[src/rtl/pipe_hazard_ctrl_pkg.sv]
// Shared encodings for the Y86-64 pipeline control unit.
// Holds the instruction codes, status codes and the "no register" id that the
// hazard logic decodes, plus a helper that flags exception status values.
package pipe_hazard_ctrl_pkg;

    // Instruction codes
    localparam logic [3:0] IHALT   = 4'h0;
    localparam logic [3:0] INOP    = 4'h1;
    localparam logic [3:0] IMRMOVQ = 4'h5;
    localparam logic [3:0] IJXX    = 4'h7;
    localparam logic [3:0] IRET    = 4'h9;
    localparam logic [3:0] IPOPQ   = 4'hB;

    // Register id meaning "no register"
    localparam logic [3:0] RNONE = 4'hF;

    // Status codes
    localparam logic [2:0] STAT_BUBBLE = 3'd0;
    localparam logic [2:0] SAOK        = 3'd1;
    localparam logic [2:0] SADR        = 3'd2;
    localparam logic [2:0] SINS        = 3'd3;
    localparam logic [2:0] SHLT        = 3'd4;

    // True for the status values that must stop the machine.
    function automatic logic is_exc(input logic [2:0] stat);
        return (stat == SADR) || (stat == SINS) || (stat == SHLT);
    endfunction

endpackage

[src/rtl/pipe_hazard_ctrl_sat_counter.sv]
// Saturating event counter.
// Ports:
//   clk_i    clock
//   rst_n_i  asynchronous active-low reset, clears the count
//   en_i     counting window (e.g. "FSM is in the right state")
//   inc_i    event seen this cycle
//   cnt_o    current count; sticks at all-ones instead of wrapping
module sat_counter #(
    parameter int unsigned CNT_W = 32
) (
    input  logic             clk_i,
    input  logic             rst_n_i,
    input  logic             en_i,
    input  logic             inc_i,
    output logic [CNT_W-1:0] cnt_o
);

    logic [CNT_W-1:0] cnt_q;

    always_ff @(posedge clk_i or negedge rst_n_i) begin
        if (!rst_n_i) begin
            cnt_q <= '0;
        end else if (en_i && inc_i && (cnt_q != '1)) begin
            cnt_q <= cnt_q + CNT_W'(1);
        end
    end

    assign cnt_o = cnt_q;

endmodule

[src/rtl/pipe_hazard_ctrl.sv]
// Central stall/bubble control for the 5-stage Y86-64 pipeline.
// Ports:
//   clk_i, rst_n_i            clock, asynchronous active-low reset
//   D/E/M_icode_i, d_src*_i,
//   E_dstM_i, e_Cnd_i         hazard detection inputs
//   m_stat_i, W_stat_i        memory-stage / W-register status
//   m_mem_req_i, dmem_ack_i   data-memory handshake
//   *_stall_o, *_bubble_o     per-register controls, combinational
//   cpu_halted_o              registered, set once the machine halts
//   mem_timeout_o             registered, sticky data-memory timeout flag
//   *_cnt_o                   saturating performance counters
module pipe_hazard_ctrl
    import pipe_hazard_ctrl_pkg::*;
#(
    parameter int unsigned CNT_W       = 32,
    parameter int unsigned MEM_TIMEOUT = 255
) (
    input  logic             clk_i,
    input  logic             rst_n_i,
    input  logic [3:0]       D_icode_i,
    input  logic [3:0]       d_srcA_i,
    input  logic [3:0]       d_srcB_i,
    input  logic [3:0]       E_icode_i,
    input  logic [3:0]       E_dstM_i,
    input  logic             e_Cnd_i,
    input  logic [3:0]       M_icode_i,
    input  logic [2:0]       m_stat_i,
    input  logic [2:0]       W_stat_i,
    input  logic             m_mem_req_i,
    input  logic             dmem_ack_i,
    output logic             F_stall_o,
    output logic             D_stall_o,
    output logic             D_bubble_o,
    output logic             E_stall_o,
    output logic             E_bubble_o,
    output logic             M_stall_o,
    output logic             M_bubble_o,
    output logic             W_stall_o,
    output logic             W_bubble_o,
    output logic             cpu_halted_o,
    output logic             mem_timeout_o,
    output logic [CNT_W-1:0] loaduse_cnt_o,
    output logic [CNT_W-1:0] mispred_cnt_o,
    output logic [CNT_W-1:0] memwait_cnt_o
);

    typedef enum logic [1:0] {
        StRun     = 2'd0,
        StMemWait = 2'd1,
        StHalted  = 2'd2
    } state_e;

    state_e      state_q, state_d;
    logic [15:0] wait_cnt_q, wait_cnt_d, wait_inc;
    logic        halted_q, timeout_q, timeout_d;

    logic lu, ret_h, mp, exc_m, exc_w, dmem_wait;
    logic f_stall, d_stall, d_bubble, e_stall, e_bubble;
    logic m_stall, m_bubble, w_stall, w_bubble;

    assign lu = ((E_icode_i == IMRMOVQ) || (E_icode_i == IPOPQ)) && (E_dstM_i != RNONE) &&
                ((E_dstM_i == d_srcA_i) || (E_dstM_i == d_srcB_i));
    assign ret_h     = (D_icode_i == IRET) || (E_icode_i == IRET) || (M_icode_i == IRET);
    assign mp        = (E_icode_i == IJXX) && !e_Cnd_i;
    assign exc_m     = is_exc(m_stat_i);
    assign exc_w     = is_exc(W_stat_i);
    assign dmem_wait = m_mem_req_i && !dmem_ack_i;

    always_comb begin
        f_stall    = 1'b0;
        d_stall    = 1'b0;
        d_bubble   = 1'b0;
        e_stall    = 1'b0;
        e_bubble   = 1'b0;
        m_stall    = 1'b0;
        m_bubble   = 1'b0;
        w_stall    = 1'b0;
        w_bubble   = 1'b0;
        state_d    = state_q;
        wait_inc   = (wait_cnt_q == 16'hFFFF) ? wait_cnt_q : wait_cnt_q + 16'd1;
        wait_cnt_d = wait_cnt_q;
        timeout_d  = timeout_q;

        unique case (state_q)
            StRun: begin
                if (dmem_wait) begin
                    // Freeze F..M while the access is outstanding; W drains.
                    {f_stall, d_stall, e_stall, m_stall} = 4'b1111;
                    w_bubble = 1'b1;
                end else begin
                    f_stall  = lu | ret_h;
                    d_stall  = lu;
                    d_bubble = mp | (ret_h & ~lu);
                    e_bubble = mp | lu;
                    m_bubble = exc_m | exc_w;
                    w_stall  = exc_w;
                end
                // An exception reaching W outranks a memory wait.
                if (exc_w) begin
                    state_d = StHalted;
                end else if (dmem_wait) begin
                    state_d = StMemWait;
                end
            end
            StMemWait: begin
                // Stall is still held on the ack cycle; M captures the data at the edge.
                {f_stall, d_stall, e_stall, m_stall} = 4'b1111;
                w_bubble   = 1'b1;
                wait_cnt_d = dmem_ack_i ? 16'd0 : wait_inc;
                if (32'(wait_inc) >= MEM_TIMEOUT) begin
                    timeout_d = 1'b1;
                end
                if (dmem_ack_i) begin
                    state_d = StRun;
                end
            end
            StHalted: begin
                {f_stall, d_stall, e_stall, m_stall, w_stall} = 5'b11111;
            end
            default: begin
                state_d = StRun;
            end
        endcase
    end

    always_ff @(posedge clk_i or negedge rst_n_i) begin
        if (!rst_n_i) begin
            state_q    <= StRun;
            wait_cnt_q <= 16'd0;
            halted_q   <= 1'b0;
            timeout_q  <= 1'b0;
        end else begin
            state_q    <= state_d;
            wait_cnt_q <= wait_cnt_d;
            halted_q   <= (state_d == StHalted);
            timeout_q  <= timeout_d;
        end
    end

    // Stall always wins over bubble on the same register.
    assign F_stall_o  = f_stall;
    assign D_stall_o  = d_stall;
    assign D_bubble_o = d_bubble & ~d_stall;
    assign E_stall_o  = e_stall;
    assign E_bubble_o = e_bubble & ~e_stall;
    assign M_stall_o  = m_stall;
    assign M_bubble_o = m_bubble & ~m_stall;
    assign W_stall_o  = w_stall;
    assign W_bubble_o = w_bubble & ~w_stall;

    assign cpu_halted_o  = halted_q;
    assign mem_timeout_o = timeout_q;

    sat_counter #(.CNT_W(CNT_W)) u_loaduse_cnt (
        .clk_i   (clk_i),
        .rst_n_i (rst_n_i),
        .en_i    (state_q == StRun),
        .inc_i   (lu),
        .cnt_o   (loaduse_cnt_o)
    );

    sat_counter #(.CNT_W(CNT_W)) u_mispred_cnt (
        .clk_i   (clk_i),
        .rst_n_i (rst_n_i),
        .en_i    (state_q == StRun),
        .inc_i   (mp),
        .cnt_o   (mispred_cnt_o)
    );

    sat_counter #(.CNT_W(CNT_W)) u_memwait_cnt (
        .clk_i   (clk_i),
        .rst_n_i (rst_n_i),
        .en_i    (state_q == StMemWait),
        .inc_i   (1'b1),
        .cnt_o   (memwait_cnt_o)
    );

endmodule

[config.mk]
export PLATFORM = sky130hd
export DESIGN_NAME = pipe_hazard_ctrl
export DESIGN_NICKNAME = d
export VERILOG_FILES = /design/src/rtl/pipe_hazard_ctrl_pkg.sv /design/src/rtl/pipe_hazard_ctrl_sat_counter.sv /design/src/rtl/pipe_hazard_ctrl.sv
export SDC_FILE = /design/constraint.sdc
export NUM_CORES = 1
export LEC_CHECK = 0
export CORE_MARGIN = 2
export CORE_UTILIZATION = 50
export CTS_CLUSTER_SIZE = 12
export DETAILED_ROUTE_END_ITERATION = 16
export GPL_ROUTABILITY_DRIVEN = 0
export GPL_TIMING_DRIVEN = 0
export HOLD_SLACK_MARGIN = 0.12
export MAX_ROUTING_LAYER = met4
export PLACE_DENSITY = 0.8
export SLEW_MARGIN = 20
export SYNTH_ARGS = -nofsm -noshare
export SYNTH_HDL_FRONTEND = slang
export SYNTH_SLANG_ARGS = --single-unit
[constraint.sdc]
create_clock -name clk_i -period 2.8 [get_ports clk_i]
set_clock_uncertainty 0.15 [all_clocks]
set_input_delay 0.28 -clock clk_i [delete_from_list [all_inputs] [get_ports clk_i]]
set_output_delay 0.28 -clock clk_i [all_outputs]
set_load 0.01 [all_outputs]
==> run summary, run 1 <==
The fraction of the mapped netlist area in compound gates was 7.51%; the reg-to-reg setup timing slack was 0.22 ns. Data on the critical path is required at its endpoint by 2.37 ns. Core area: 12100 um2. The overall track demand over capacity in global routing was 25.5%. The largest total area in the synthesized netlist belongs to sky130_fd_sc_hd__dfrtp_1. Synthesis instantiated 64 different standard cells from the library.

The tools report the sort of element at the end of the critical path as a primary output. In the post-synthesis netlist, the biggest area contributors are sky130_fd_sc_hd__dfrtp_1 (47%), sky130_fd_sc_hd__xnor2_1 (9.4%), sky130_fd_sc_hd__xor2_1 (4.9%). The detailed placer's ending HPWL was 11300 um; the clock network power share was 42.2%.

The slew of the pin with the lowest slew margin was 0.686 ns. The tools report the final hold violation count as 0. Detailed router's first-iteration violation count: 308. After synthesis, the largest family of logic cells by area is simple AND/OR/NAND/NOR gates. The layout cell share with drive strength beyond 1 is 10.9%, and the time the final worst path needs with I/O delays and setup is 2.65 ns. The XOR/XNOR share of the synthesized area is 14.3%.

I/O pin count: 142. For this design, the slowest cell found on the critical path is sky130_fd_sc_hd__clkdlybuf4s50_1. The critical path is of the reg -> out type. Of all nets on the critical path, the largest fanout is 6. The post-synthesis simple-gate area fraction works out to 25.8%. The run gives 51.5% as the initial cell density of the core.

In this run the power spent charging and discharging nets is 1600 uW. Fraction of power spent switching nets: 28.0%. Count of mapped cells out of synthesis: 611. In the layout the commonest cells are sky130_fd_sc_hd__clkdlybuf4s50_1 (135), sky130_fd_sc_hd__dfrtp_1 (116), sky130_fd_sc_hd__xnor2_1 (67). The die outline area is 13400 um2, and the synthesized area divided by synthesized cell count is 10.2 um2. No sink is reached through more buffers than the 2 on the longest clock path. The path type of the worst min-delay path is in -> async. The number of max-slew violations in the final report is 0, and the routed length per placed instance is 16.6 um.

The number of antenna diodes in the final layout is 0. Dividing the detail-routed via count by the number of cells gives 5.64. After detailed routing, the total wire length is 15900 um. Max-slew headroom at the worst pin: 53.9%. The tools report the root buffer cell as sky130_fd_sc_hd__clkbuf_16. Entering global routing, the biggest net connects 75 pins.

The adder and majority gate portion of the synthesized area was 1.61%. The clock transition time at the flip-flop clock pins of the worst setup and hold paths was 0.06 ns; the combinational power share was 22.7%. Setup repair after global routing left no endpoint under its margin.

For the initial antenna violation count, the log shows 0. The later pin in the worst-skew pair is clocked with a latency of 0.42 ns. The placement-stage worst setup slack is -0.115 ns, and the largest voltage drop on the vdd net is 0.467 mV. Remaining design rule violation count: 0. The areal power density over the cells is 661 nW/um2. Sequential cells were found to cover 46.6% of the synthesized design area.

For this run, the top clock speed supported by timing is 0.377 GHz. Across the run, the number of max-cap violations was 0. From bottom edge to top edge, the die measures 116 um.

The run gives 6230 um2 as the total standard cell area after synthesis. TritonCTS created 17 clock buffers. In this design, the stage delay of the slowest critical-path cell is 0.52 ns. The standby leakage power came out at 0.00369 uW. The logs give 819 for the final net count and 4100 uW for the internal power consumption. The run gives 5333 as the number of global-route vias before repair. In the final timing run, aggregate negative setup slack is 0 ns. The tree built by TritonCTS fans out to 116 sinks. The worst-case setup margin in the final layout was 0.146 ns. The run finished with clean final reports.

For this run the aggregate overflow at the end of global routing stands at 0. The overall die width is 116 um. Counting stages on the worst path, the most repeated cell is sky130_fd_sc_hd__inv_1.

TritonCTS built the clock tree. Data arrives at the worst endpoint at 2.22 ns. In the synthesized netlist, mux cells make up 1.18% of the area. In this run, synthesis inferred 0 flip-flops with an integrated enable. The most used flip-flop cell after synthesis is sky130_fd_sc_hd__dfrtp_1. The wire length of the first global-routing pass was 26200 um; the power share of the sequential group was 35.0%.

The share of the synthesized area in the top cell type was 46.6%; the net count after synthesis was 654. In this run the remaining antenna-violating nets after routing total 0. Leaving out fill and tap cells, the most frequent cell in the layout is sky130_fd_sc_hd__clkdlybuf4s50_1. The flip-flop and latch count after synthesis is 116, and the number of detailed-routing iterations run before antenna repair is 5. H-tree level count: 4. STA classifies the critical path startpoint as a flip-flop.

The area growth from synthesis to final layout came out at 38.4%. The final setup violation count is 0. During placement, the flow inserted port buffers numbering 141. After synthesis, the share of flip-flops with an asynchronous set or reset is 100%.

After layout, the worst path uses 94.8% of the clock period. Traced cell by cell, the critical path runs through inv_1, ha_4, inv_4, nor2_4, o21bai_2, inv_1, buf_4, clkdlybuf4s50_1. Across all layers, the routed design uses 5392 vias.

The run gives 40 as the total number of placement rows. The count of warnings emitted by yosys came out at 0.
## kinds of logic (layout without fill, tap and decap cells)
kind of cell / after synthesis / in the layout
simple gates: 277 / 277
buf+inv: 39 / 216
xor+xnor: 102 / 102
flops: 116 / 116
compound gates: 62 / 62
mux: 7 / 7
fa+ha+maj: 8 / 8
## final cells by class
type                    count  area, um2
plain buffers              24        133
multi-input cells         456       3190
flip-flops and latches    116       2900
clock inverters             8        171
repair buffers            146       1470
fillers                   873       3480
inverters                  15       58.8
well taps                 168        210
clock buffers              23        488
## cell usage after synthesis, drive strengths merged (4+ instances only)
| library cell | n |
|---|---|
| nor4bb | 4 |
| nor3b | 4 |
| nand2 | 42 |
| nor2 | 54 |
| a22o | 4 |
| nand4b | 4 |
| o2bb2ai | 5 |
| inv | 15 |
| xnor2 | 67 |
| a211oi | 5 |
| xor2 | 35 |
| o31ai | 6 |
| nand4 | 36 |
| clkbuf | 9 |
| buf | 15 |
| nor4 | 11 |
| dfrtp | 116 |
| and4 | 19 |
| nand3 | 45 |
| a21oi | 14 |
| o21ai | 8 |
| ha | 8 |
| a31oi | 5 |
| mux2i | 4 |
| nor3 | 24 |
| and3 | 16 |
| and2 | 6 |
## power by group through the flow
stage / Sequential (uW) / Combinational, uW / Clock (uW)
after detailed placement: 2020 / 1230 / 0
final: 2000 / 1300 / 2410
after CTS: 1990 / 1300 / 2430
after global routing: 2020 / 1430 / 2510
after global placement: 2010 / 1180 / 0
after floorplan: 2000 / 669 / 0
## worst max-delay path: cells and delay by family, from the launching register on
family                     cells  cell delay, ns
DFF                            1            0.41
buffers and inverters          5            0.95
AOI/OAI and AO/OA              1            0.11
and+or+nand+nor                1            0.13
adders and majority gates      1            0.21
## sequential cells by signal, indices dropped and copies added, names as in the netlist
signal,flops
u_memwait_cnt.cnt_o,32
mem_timeout_o,1
state_q,2
cpu_halted_o,1
wait_cnt_q,16
u_mispred_cnt.cnt_o,32
u_loaduse_cnt.cnt_o,32
## stage by stage
stage / instances / util [%] / hold slack (ns) / total power, uW / instance area (um2)
floorplan: 611 / - / -0.166 / 2670 / 6230
global placement: 920 / 64.9 / 0.322 / 3190 / 7860
detailed placement: 921 / 65.1 / 0.0794 / 3250 / 7880
CTS: 955 / 71.0 / 0.220 / 5720 / 8600
global route: 956 / 71.2 / 0.256 / 5960 / 8630
finish: 956 / 71.2 / 0.206 / 5700 / 8630
## layer usage
metal	global-route usage, %	vias up	share of wire, %
li1	-	2528	-
met1	31.5	2661	42
met2	41.9	176	51
met3	4.65	27	4.5
met4	9.84	0	2.1
met5	-	-	0
## timing repair
item,CTS,global route
buffers inserted,2,1
endpoints found under the setup margin,8,3
hold buffers,1,0
endpoints found under the hold margin,116,0
cloned,0,0
pin swaps,1,3
resized for setup,13,7
## path summary, 6_finish.rpt
path                                               startpoint                                 end  depth (start not counted)
setup reg to reg                    wait_cnt_q[0]$_DFFE_PN0P_           wait_cnt_q[1]$_DFFE_PN0P_                          9
hold / removal                                        rst_n_i           wait_cnt_q[9]$_DFFE_PN0P_                          2
setup / recovery                         state_q[0]$_DFF_PN0_                           M_stall_o                          8
max in group asynchronous                             rst_n_i  u_mispred_cnt.cnt_o[8]$_DFFE_PN0P_                          3
hold reg to reg            u_memwait_cnt.cnt_o[5]$_DFFE_PN0P_  u_memwait_cnt.cnt_o[5]$_DFFE_PN0P_                          1
min in group clk_i         u_memwait_cnt.cnt_o[5]$_DFFE_PN0P_  u_memwait_cnt.cnt_o[5]$_DFFE_PN0P_                          1
(Power assumes the default switching activity.)
==> inputs of run 2 (changes only) <==
- GPL_TIMING_DRIVEN: 0 -> default
==> run 2 against run 1 <==
  * Worst hold slack worse by 0.049 ns
  * Non-clock buffer count decreased by 8
  * Sequential power up 2%
  * Die area unchanged
  * Largest cell class unchanged
  * Highest routed layer unchanged
  * Cell count is 0.73% lower
  * Critical path depth is the same
  * Global-route usage rose by 0.10 points
==> run summary, run 2 (synthesized netlist as in run 1, its figures left out) <==
The die boundary height is 116 um (unchanged), and the overflow left after global routing is 0 (unchanged). The logs give 25.6% (+0.10 points) for the overall track demand over capacity in global routing and 0 (unchanged) for the remaining design rule violation count. The core area came out at 12100 um2 (unchanged).

Setup repair after global routing left no endpoint under its margin. STA classifies the critical path endpoint as a primary output. The detailed placer's ending HPWL was 11400 um (+0.72%); the overall die width was 116 um (unchanged).

The largest voltage drop on the vdd net is 0.322 mV (-31%), and the global routing usage on met1 is 30.4% (-1.1 points). The arrival time at the worst endpoint is 2.25 ns (+0.03 ns), and the routed length per placed instance is 16.5 um (-0.99%). Max-slew headroom at the worst pin: 52.9% (-1.0 points). The via count is 5308 (-1.6%). The worst-path cell with the longest stage delay was sky130_fd_sc_hd__clkdlybuf4s50_1. The logs give 0.00368 uW (-0.27%) for the standby leakage power and -0.0162 ns (+0.0989 ns) for the placement-stage worst setup slack. The post-detailed-routing wire length came out at 15600 um (-1.7%). For the worst-skew pair later-pin latency, the log shows 0.42 ns (about the same). The path class of the tightest hold or removal check is in -> async. Via-per-instance ratio: 5.59 (-0.83%). The layout cell share with drive strength beyond 1 was 10.5% (-0.41 points); the clock transition time at the flip-flop clock pins of the worst setup and hold paths was 0.05 ns (about the same). Traced cell by cell, the critical path runs through inv_1, ha_4, inv_4, nor2_1, o21bai_1, buf_4, inv_1, clkdlybuf4s50_1. Global routing usage on met3: 5.02% (+0.37 points).

The max-capacitance violation count was 0 (unchanged); the number of detailed-routing iterations run before antenna repair was 4 (-1). The fraction of power spent switching nets works out to 29.1% (+1.0 points). The clock network power share was 40.3% (-1.9 points); the fill cell total of the finished layout was 913 (+4.6%).

For the routing usage on met2, the log shows 42.8% (+0.94 points). The layer flagged by global routing as most heavily used is met2. The achievable clock frequency is 0.373 GHz (-1.1%), and the number of sinks handled by clock tree synthesis is 116 (unchanged). The library cells used most frequently in the layout, excluding fill and tap cells, are sky130_fd_sc_hd__clkdlybuf4s50_1 (135), sky130_fd_sc_hd__dfrtp_1 (116), sky130_fd_sc_hd__xnor2_1 (67). The cell that appears most often on the critical path is sky130_fd_sc_hd__inv_1. The slew of the pin with the lowest slew margin is 0.707 ns (+0.0205 ns).

The run gives 0 (unchanged) as the number of max-slew violations in the final report. The I/O pin count is 142 (unchanged). Leaving out fill and tap cells, the most frequent cell in the layout is sky130_fd_sc_hd__clkdlybuf4s50_1. The detailed router's first-iteration violation count was 292 (-5.2%); the largest net degree at the start of global routing was 58 (-23%).

The final setup violation count is 0 (unchanged). The number of global-route vias before repair is 5403 (+1.3%). The initial cell density of the core came out at 51.5% (unchanged).

The run gives 811 (-0.98%) as the final net count. For the combinational power share, the log shows 22.1% (-0.6 points). The critical path required time is 2.37 ns (about the same). The kind of critical path was reg -> out.

Element type at the critical path start: a flip-flop. The cell sitting at the root of the clock tree is a sky130_fd_sc_hd__clkbuf_16. The count of input and output buffers was 141 (unchanged); the total number of placement rows was 40 (unchanged). The final hold violation count was 0 (unchanged). The number of antenna cells inserted is 0 (unchanged). Internal power consumption: 3840 uW (-6.5%). Wire length of the first global-routing pass: 26100 um (-0.11%). The flow ran to the end, and the final reports show no timing, DRC or antenna violations. The final sum of negative setup slack is 0 ns (unchanged), and the initial antenna violation count is 0 (unchanged). The critical-path maximum fanout is 6 (unchanged), and the area growth from synthesis to final layout is 36.8%.

For the largest buffer count on any clock path, the log shows 2 (unchanged). The share of the cycle needed by the critical path after routing is 95.9% (+1.1 points), and the power share of the sequential group is 37.6% (+2.6 points). Switching component of the power: 1570 uW (-1.6%). The time the final worst path needs with I/O delays and setup is 2.68 ns (+0.0303 ns), and the longest individual stage delay on the worst path is 0.53 ns (about the same). The areal power density over the cells was 635 nW/um2 (-4.0%). H-tree level count: 4 (unchanged). The worst-case setup margin in the final layout was 0.115 ns (-0.0303 ns); the clock buffer count from CTS was 17 (unchanged). The die outline area was 13400 um2 (unchanged).

The tools report the post-route antenna net violation count as 0 (unchanged). TritonCTS built the clock tree.
==> run 2: cell types whose count changed in the layout (fill, tap and decap cells not counted), moves of 2 or more <==
cell,before,now
sky130_fd_sc_hd__clkinvlp_4,1,3
sky130_fd_sc_hd__dlygate4sd2_1,4,2
sky130_fd_sc_hd__nor2_1,50,53
sky130_fd_sc_hd__clkinv_2,1,3
sky130_fd_sc_hd__nor2_2,3,1
sky130_fd_sc_hd__buf_6,3,0
sky130_fd_sc_hd__clkbuf_1,10,2
sky130_fd_sc_hd__buf_4,6,20
sky130_fd_sc_hd__buf_2,10,0
sky130_fd_sc_hd__dlymetal6s2s_1,1,3
sky130_fd_sc_hd__bufinv_16,5,2
==> run 2: worst paths after layout <==
path	slack [ns]	end	cells past startpoint	from
setup / recovery	0.12	M_stall_o	8	state_q[1]$_DFF_PN0_
hold / removal	0.16	u_memwait_cnt.cnt_o[2]$_DFFE_PN0P_	2	rst_n_i
setup reg to reg	0.36	u_loaduse_cnt.cnt_o[1]$_DFFE_PN0P_	7	u_loaduse_cnt.cnt_o[0]$_DFFE_PN0P_
hold reg to reg	0.34	u_memwait_cnt.cnt_o[5]$_DFFE_PN0P_	1	u_memwait_cnt.cnt_o[5]$_DFFE_PN0P_
max in group asynchronous	1.55	u_mispred_cnt.cnt_o[0]$_DFFE_PN0P_	3	rst_n_i
min in group clk_i	0.34	u_memwait_cnt.cnt_o[5]$_DFFE_PN0P_	1	u_memwait_cnt.cnt_o[5]$_DFFE_PN0P_
==> run 2: power groups by stage <==
stage | clock, uW | sequential (uW) | combinational [uW]
floorplan | 0 | 2000 | 669
detailed placement | 0 | 2060 | 1160
CTS | 2210 | 2030 | 1200
global route | 2290 | 2070 | 1320
finish | 2180 | 2040 | 1190
global placement | 0 | 2050 | 1130
==> run 2: per-layer routing <==
layer  vias up  share of wire (%)  routed length (um)
met1      2584                 42                6610
met5         -                  0                   0
met2       172                 51                7960
met4         0                2.6                 406
met3        37                4.2                 663
li1       2515                  -                   -
==> run 2: layout make-up <==
type                            count  area (um2)  share of cell area [%]
Multi-Input combinational cell    456        3170                    37.1
Clock buffer                       24         502                    5.89
Sequential cell                   116        2900                    34.1
Inverter                           15        58.8                   0.690
Clock inverter                      8        97.6                    1.14
Timing Repair Buffer              162        1590                    18.6
Tap cell                          168         210                    2.47
==> run 2: timing repair <==
item,4_1_cts,5_1_grt
pin swaps,2,2
buffers inserted,1,1
endpoints found under the hold margin,116,0
resized for setup,6,4
setup endpoints to repair,7,5
hold buffers,1,0
==> run 2: critical path: cells and delay by family (launching register included) <==
family	cells	cell delay, ns
AO/OA/AOI/OAI	1	0.12
adder cells (fa/ha/maj)	1	0.20
buffers and inverters	5	0.93
flip-flops	1	0.41
AND/OR/NAND/NOR	1	0.18
==> run 2: per-stage QoR <==
stage	utilization, %	total power (uW)	hold WS, ns	cell area, um2	instances
finish	70.4	5410	0.157	8520	949
global route	70.4	5680	0.190	8520	949
CTS	70.2	5440	0.169	8510	948
detailed placement	65.0	3220	0.0620	7870	914
global placement	65.0	3180	0.0613	7870	914
floorplan	-	2670	-0.166	6230	611
==> inputs of run 3 (changes only) <==
- DONT_BUFFER_PORTS: default -> 1
- PLACE_DENSITY: 0.8 -> default
- TNS_END_PERCENT: default -> 100
==> run 3 against run 2 <==
  * The flow now finishes with violations (hold timing)
  * Sequential power is 2% higher
  * Register-to-register slack got worse by 0.20 ns
  * Count of clock-buffer cells in the layout unchanged
  * Sequential share of layout area grew 7.1 points
  * Clock power shrank 3%
  * Sequential cell count unchanged
  * Setup slack gained 0.044 ns
  * Wire length shrank 9.8%
  * Cell count fell by 15%
==> run summary, run 3 (synthesized netlist as in run 1, its figures left out) <==
The number of detailed-routing iterations run before antenna repair is 5 (+1), and the via-per-instance ratio is 5.79 (+3.5%). The worst-skew pair later-pin latency was 0.42 ns (about the same); the critical path required time was 2.94 ns (+0.57 ns). Relative to the synthesized area, the layout overhead comes to 13.2%. The run finished, with violations left. The largest voltage drop on the vdd net is 0.429 mV (+34%), and the H-tree level count is 4 (unchanged).

Routed length per placed instance: 17.6 um (+6.6%). The final hold violation count is 116 (+116). The post-detailed-routing wire length is 14100 um (-9.8%). TritonCTS built the clock tree. The die outline area came out at 13400 um2 (unchanged).

The remaining design rule violation count was 0 (unchanged). STA classifies the critical path endpoint as a flip-flop. The run gives 51.5% (unchanged) as the initial cell density of the core.

Clock transition time at the flip-flop clock pins of the worst setup and hold paths: 0.05 ns (about the same). The setup fix buffers added after clock tree synthesis came out at 0 (-1). The post-route antenna net violation count came out at 0 (unchanged).

Final core utilization: 58.2% (-12 points). The tools report the final sum of negative setup slack as 0 ns (unchanged). The slew of the pin with the lowest slew margin is 0.571 ns (-0.136 ns), and the number of sinks handled by clock tree synthesis is 116 (unchanged). The path class of the tightest hold or removal check is in -> async.

The areal power density over the cells is 711 nW/um2 (+12%). The final net count was 665 (-18%). In this run the critical register-to-register path is launched from wait_cnt_q[1]$_DFFE_PN0P_. The library cells used most frequently in the layout, excluding fill and tap cells, are sky130_fd_sc_hd__dfrtp_1 (115), sky130_fd_sc_hd__xnor2_1 (67), sky130_fd_sc_hd__nor2_1 (52). The die boundary height is 116 um (unchanged). The root buffer cell is sky130_fd_sc_hd__clkbuf_16. The tools report the detailed placer's ending HPWL as 9910 um (-13%). For the overall track demand over capacity in global routing, the log shows 22.7% (-3.0 points). The arrival time at the worst endpoint is 2.78 ns (+0.53 ns), and the number of antenna cells inserted is 0 (unchanged). The run gives 0 (unchanged) as the initial antenna violation count. The logs give 0.16 ns (-0.20 ns) for the reg-to-reg setup timing slack and 22900 um (-12%) for the wire length of the first global-routing pass. The number of max-slew violations in the final report was 0 (unchanged).

The core area was 12100 um2 (unchanged). The checks that failed: hold timing. The most common cell after layout, fill and taps aside is sky130_fd_sc_hd__dfrtp_1. The via count was 4648 (-12%); the number of hold-repair buffers added at the cts stage was 7 (+6).

The share of the cycle needed by the critical path after routing came out at 94.3% (-1.6 points). The fill cell total of the finished layout is 1058 (+16%). The critical path is of the reg -> reg type. For the standby leakage power, the log shows 0.00308 uW (-16%). The tools report the final hold slack as -0.589 ns (-0.747 ns). The critical-path maximum fanout is 7 (+1).

The largest buffer count on any clock path came out at 2 (unchanged). The logs give 17 (unchanged) for the clock buffer count from CTS and 40 (unchanged) for the total number of placement rows. The max-capacitance violation count is 0 (unchanged). The run gives 0.379 GHz (+1.7%) as the achievable clock frequency. The element type at the critical path start was a flip-flop. The tools report the launching instance or port of the critical path as wait_cnt_q[1]$_DFFE_PN0P_. The time the final worst path needs with I/O delays and setup was 2.64 ns (-0.0443 ns). The max-slew headroom at the worst pin was 62.0% (+9.1 points); the layout cell share with drive strength beyond 1 was 11.7% (+1.2 points). The I/O pin count was 142 (unchanged); the number of global-route vias before repair was 4647 (-14%). The tools report the final setup violation count as 0 (unchanged).

For the detailed router's first-iteration violation count, the log shows 315 (+7.9%). The run gives 117 (+100%) as the largest net degree at the start of global routing. The overflow left after global routing was 0 (unchanged); the count of input and output buffers was 0 (-100%). The overall die width is 116 um (unchanged).
-- run 3: changes by cell type in the layout (fill, tap and decap cells not counted), moves of 2 or more --
cell | before | now
sky130_fd_sc_hd__clkdlybuf4s50_1 | 135 | 0
sky130_fd_sc_hd__buf_4 | 20 | 9
sky130_fd_sc_hd__dlygate4sd2_1 | 2 | 0
sky130_fd_sc_hd__dlymetal6s2s_1 | 3 | 0
sky130_fd_sc_hd__dlygate4sd3_1 | 1 | 7
-- run 3: layout make-up --
class                           count  area, um2  area share [%]
Multi-Input combinational cell    456       3160            44.8
Sequential cell                   116       2900            41.2
Clock buffer                       24        512            7.25
Tap cell                          168        210            2.98
Timing Repair Buffer               16        138            1.95
Clock inverter                      8       72.6            1.03
Inverter                           15       56.3           0.798
-- run 3: per-stage QoR --
stage               instance area [um2]  worst slack, ns  hold WS [ns]  total power, uW  cells
finish                             7050            0.160        -0.589             5020    803
detailed placement                 6380            0.245        -0.161             2880    764
global placement                   6380            0.344        -0.162             2850    764
CTS                                7040           0.0105        -0.611             5040    803
global route                       7050         -0.00234        -0.610             5290    803
floorplan                          6230            0.603        -0.166             2670    611
-- run 3: final timing paths --
kind	endpoint	depth (start not counted)
max in group asynchronous	u_mispred_cnt.cnt_o[6]$_DFFE_PN0P_	0
worst min register to register	u_memwait_cnt.cnt_o[31]$_DFFE_PN0P_	1
worst max-delay path	wait_cnt_q[4]$_DFFE_PN0P_	7
worst max register to register	wait_cnt_q[4]$_DFFE_PN0P_	7
min in group clk_i	u_mispred_cnt.cnt_o[0]$_DFFE_PN0P_	4
worst min-delay path	wait_cnt_q[10]$_DFFE_PN0P_	0
-- run 3: what timing repair did --
item                                    4_1_cts  5_1_grt
gates resized for setup                       0        6
hold endpoints to repair                    133      116
endpoints found under the setup margin        0        5
-- run 3: layer usage --
metal / GRT usage, % / routed length (um) / up-vias
met5: - / 0 / -
met4: 7.46 / 129 / 0
met3: 8.42 / 1110 / 11
met2: 34.9 / 6750 / 150
met1: 27.7 / 6110 / 2269
li1: - / - / 2218
-- run 3: worst max-delay path, cell delays in order, from the launching register on --
cell and delay [ns]:
sky130_fd_sc_hd__dfrtp_1 0.44, sky130_fd_sc_hd__ha_1 0.29, sky130_fd_sc_hd__and3_2 0.29, sky130_fd_sc_hd__nand3_1 0.14, sky130_fd_sc_hd__o31ai_1 0.33, sky130_fd_sc_hd__mux2i_1 0.23
sky130_fd_sc_hd__o2bb2ai_1 0.09, sky130_fd_sc_hd__dlygate4sd3_1 0.56
-- run 3: where the power goes --
group	switching [uW]	internal (uW)	total, uW
logic	494	332	826
clock network	759	1350	2110
registers	253	1830	2080
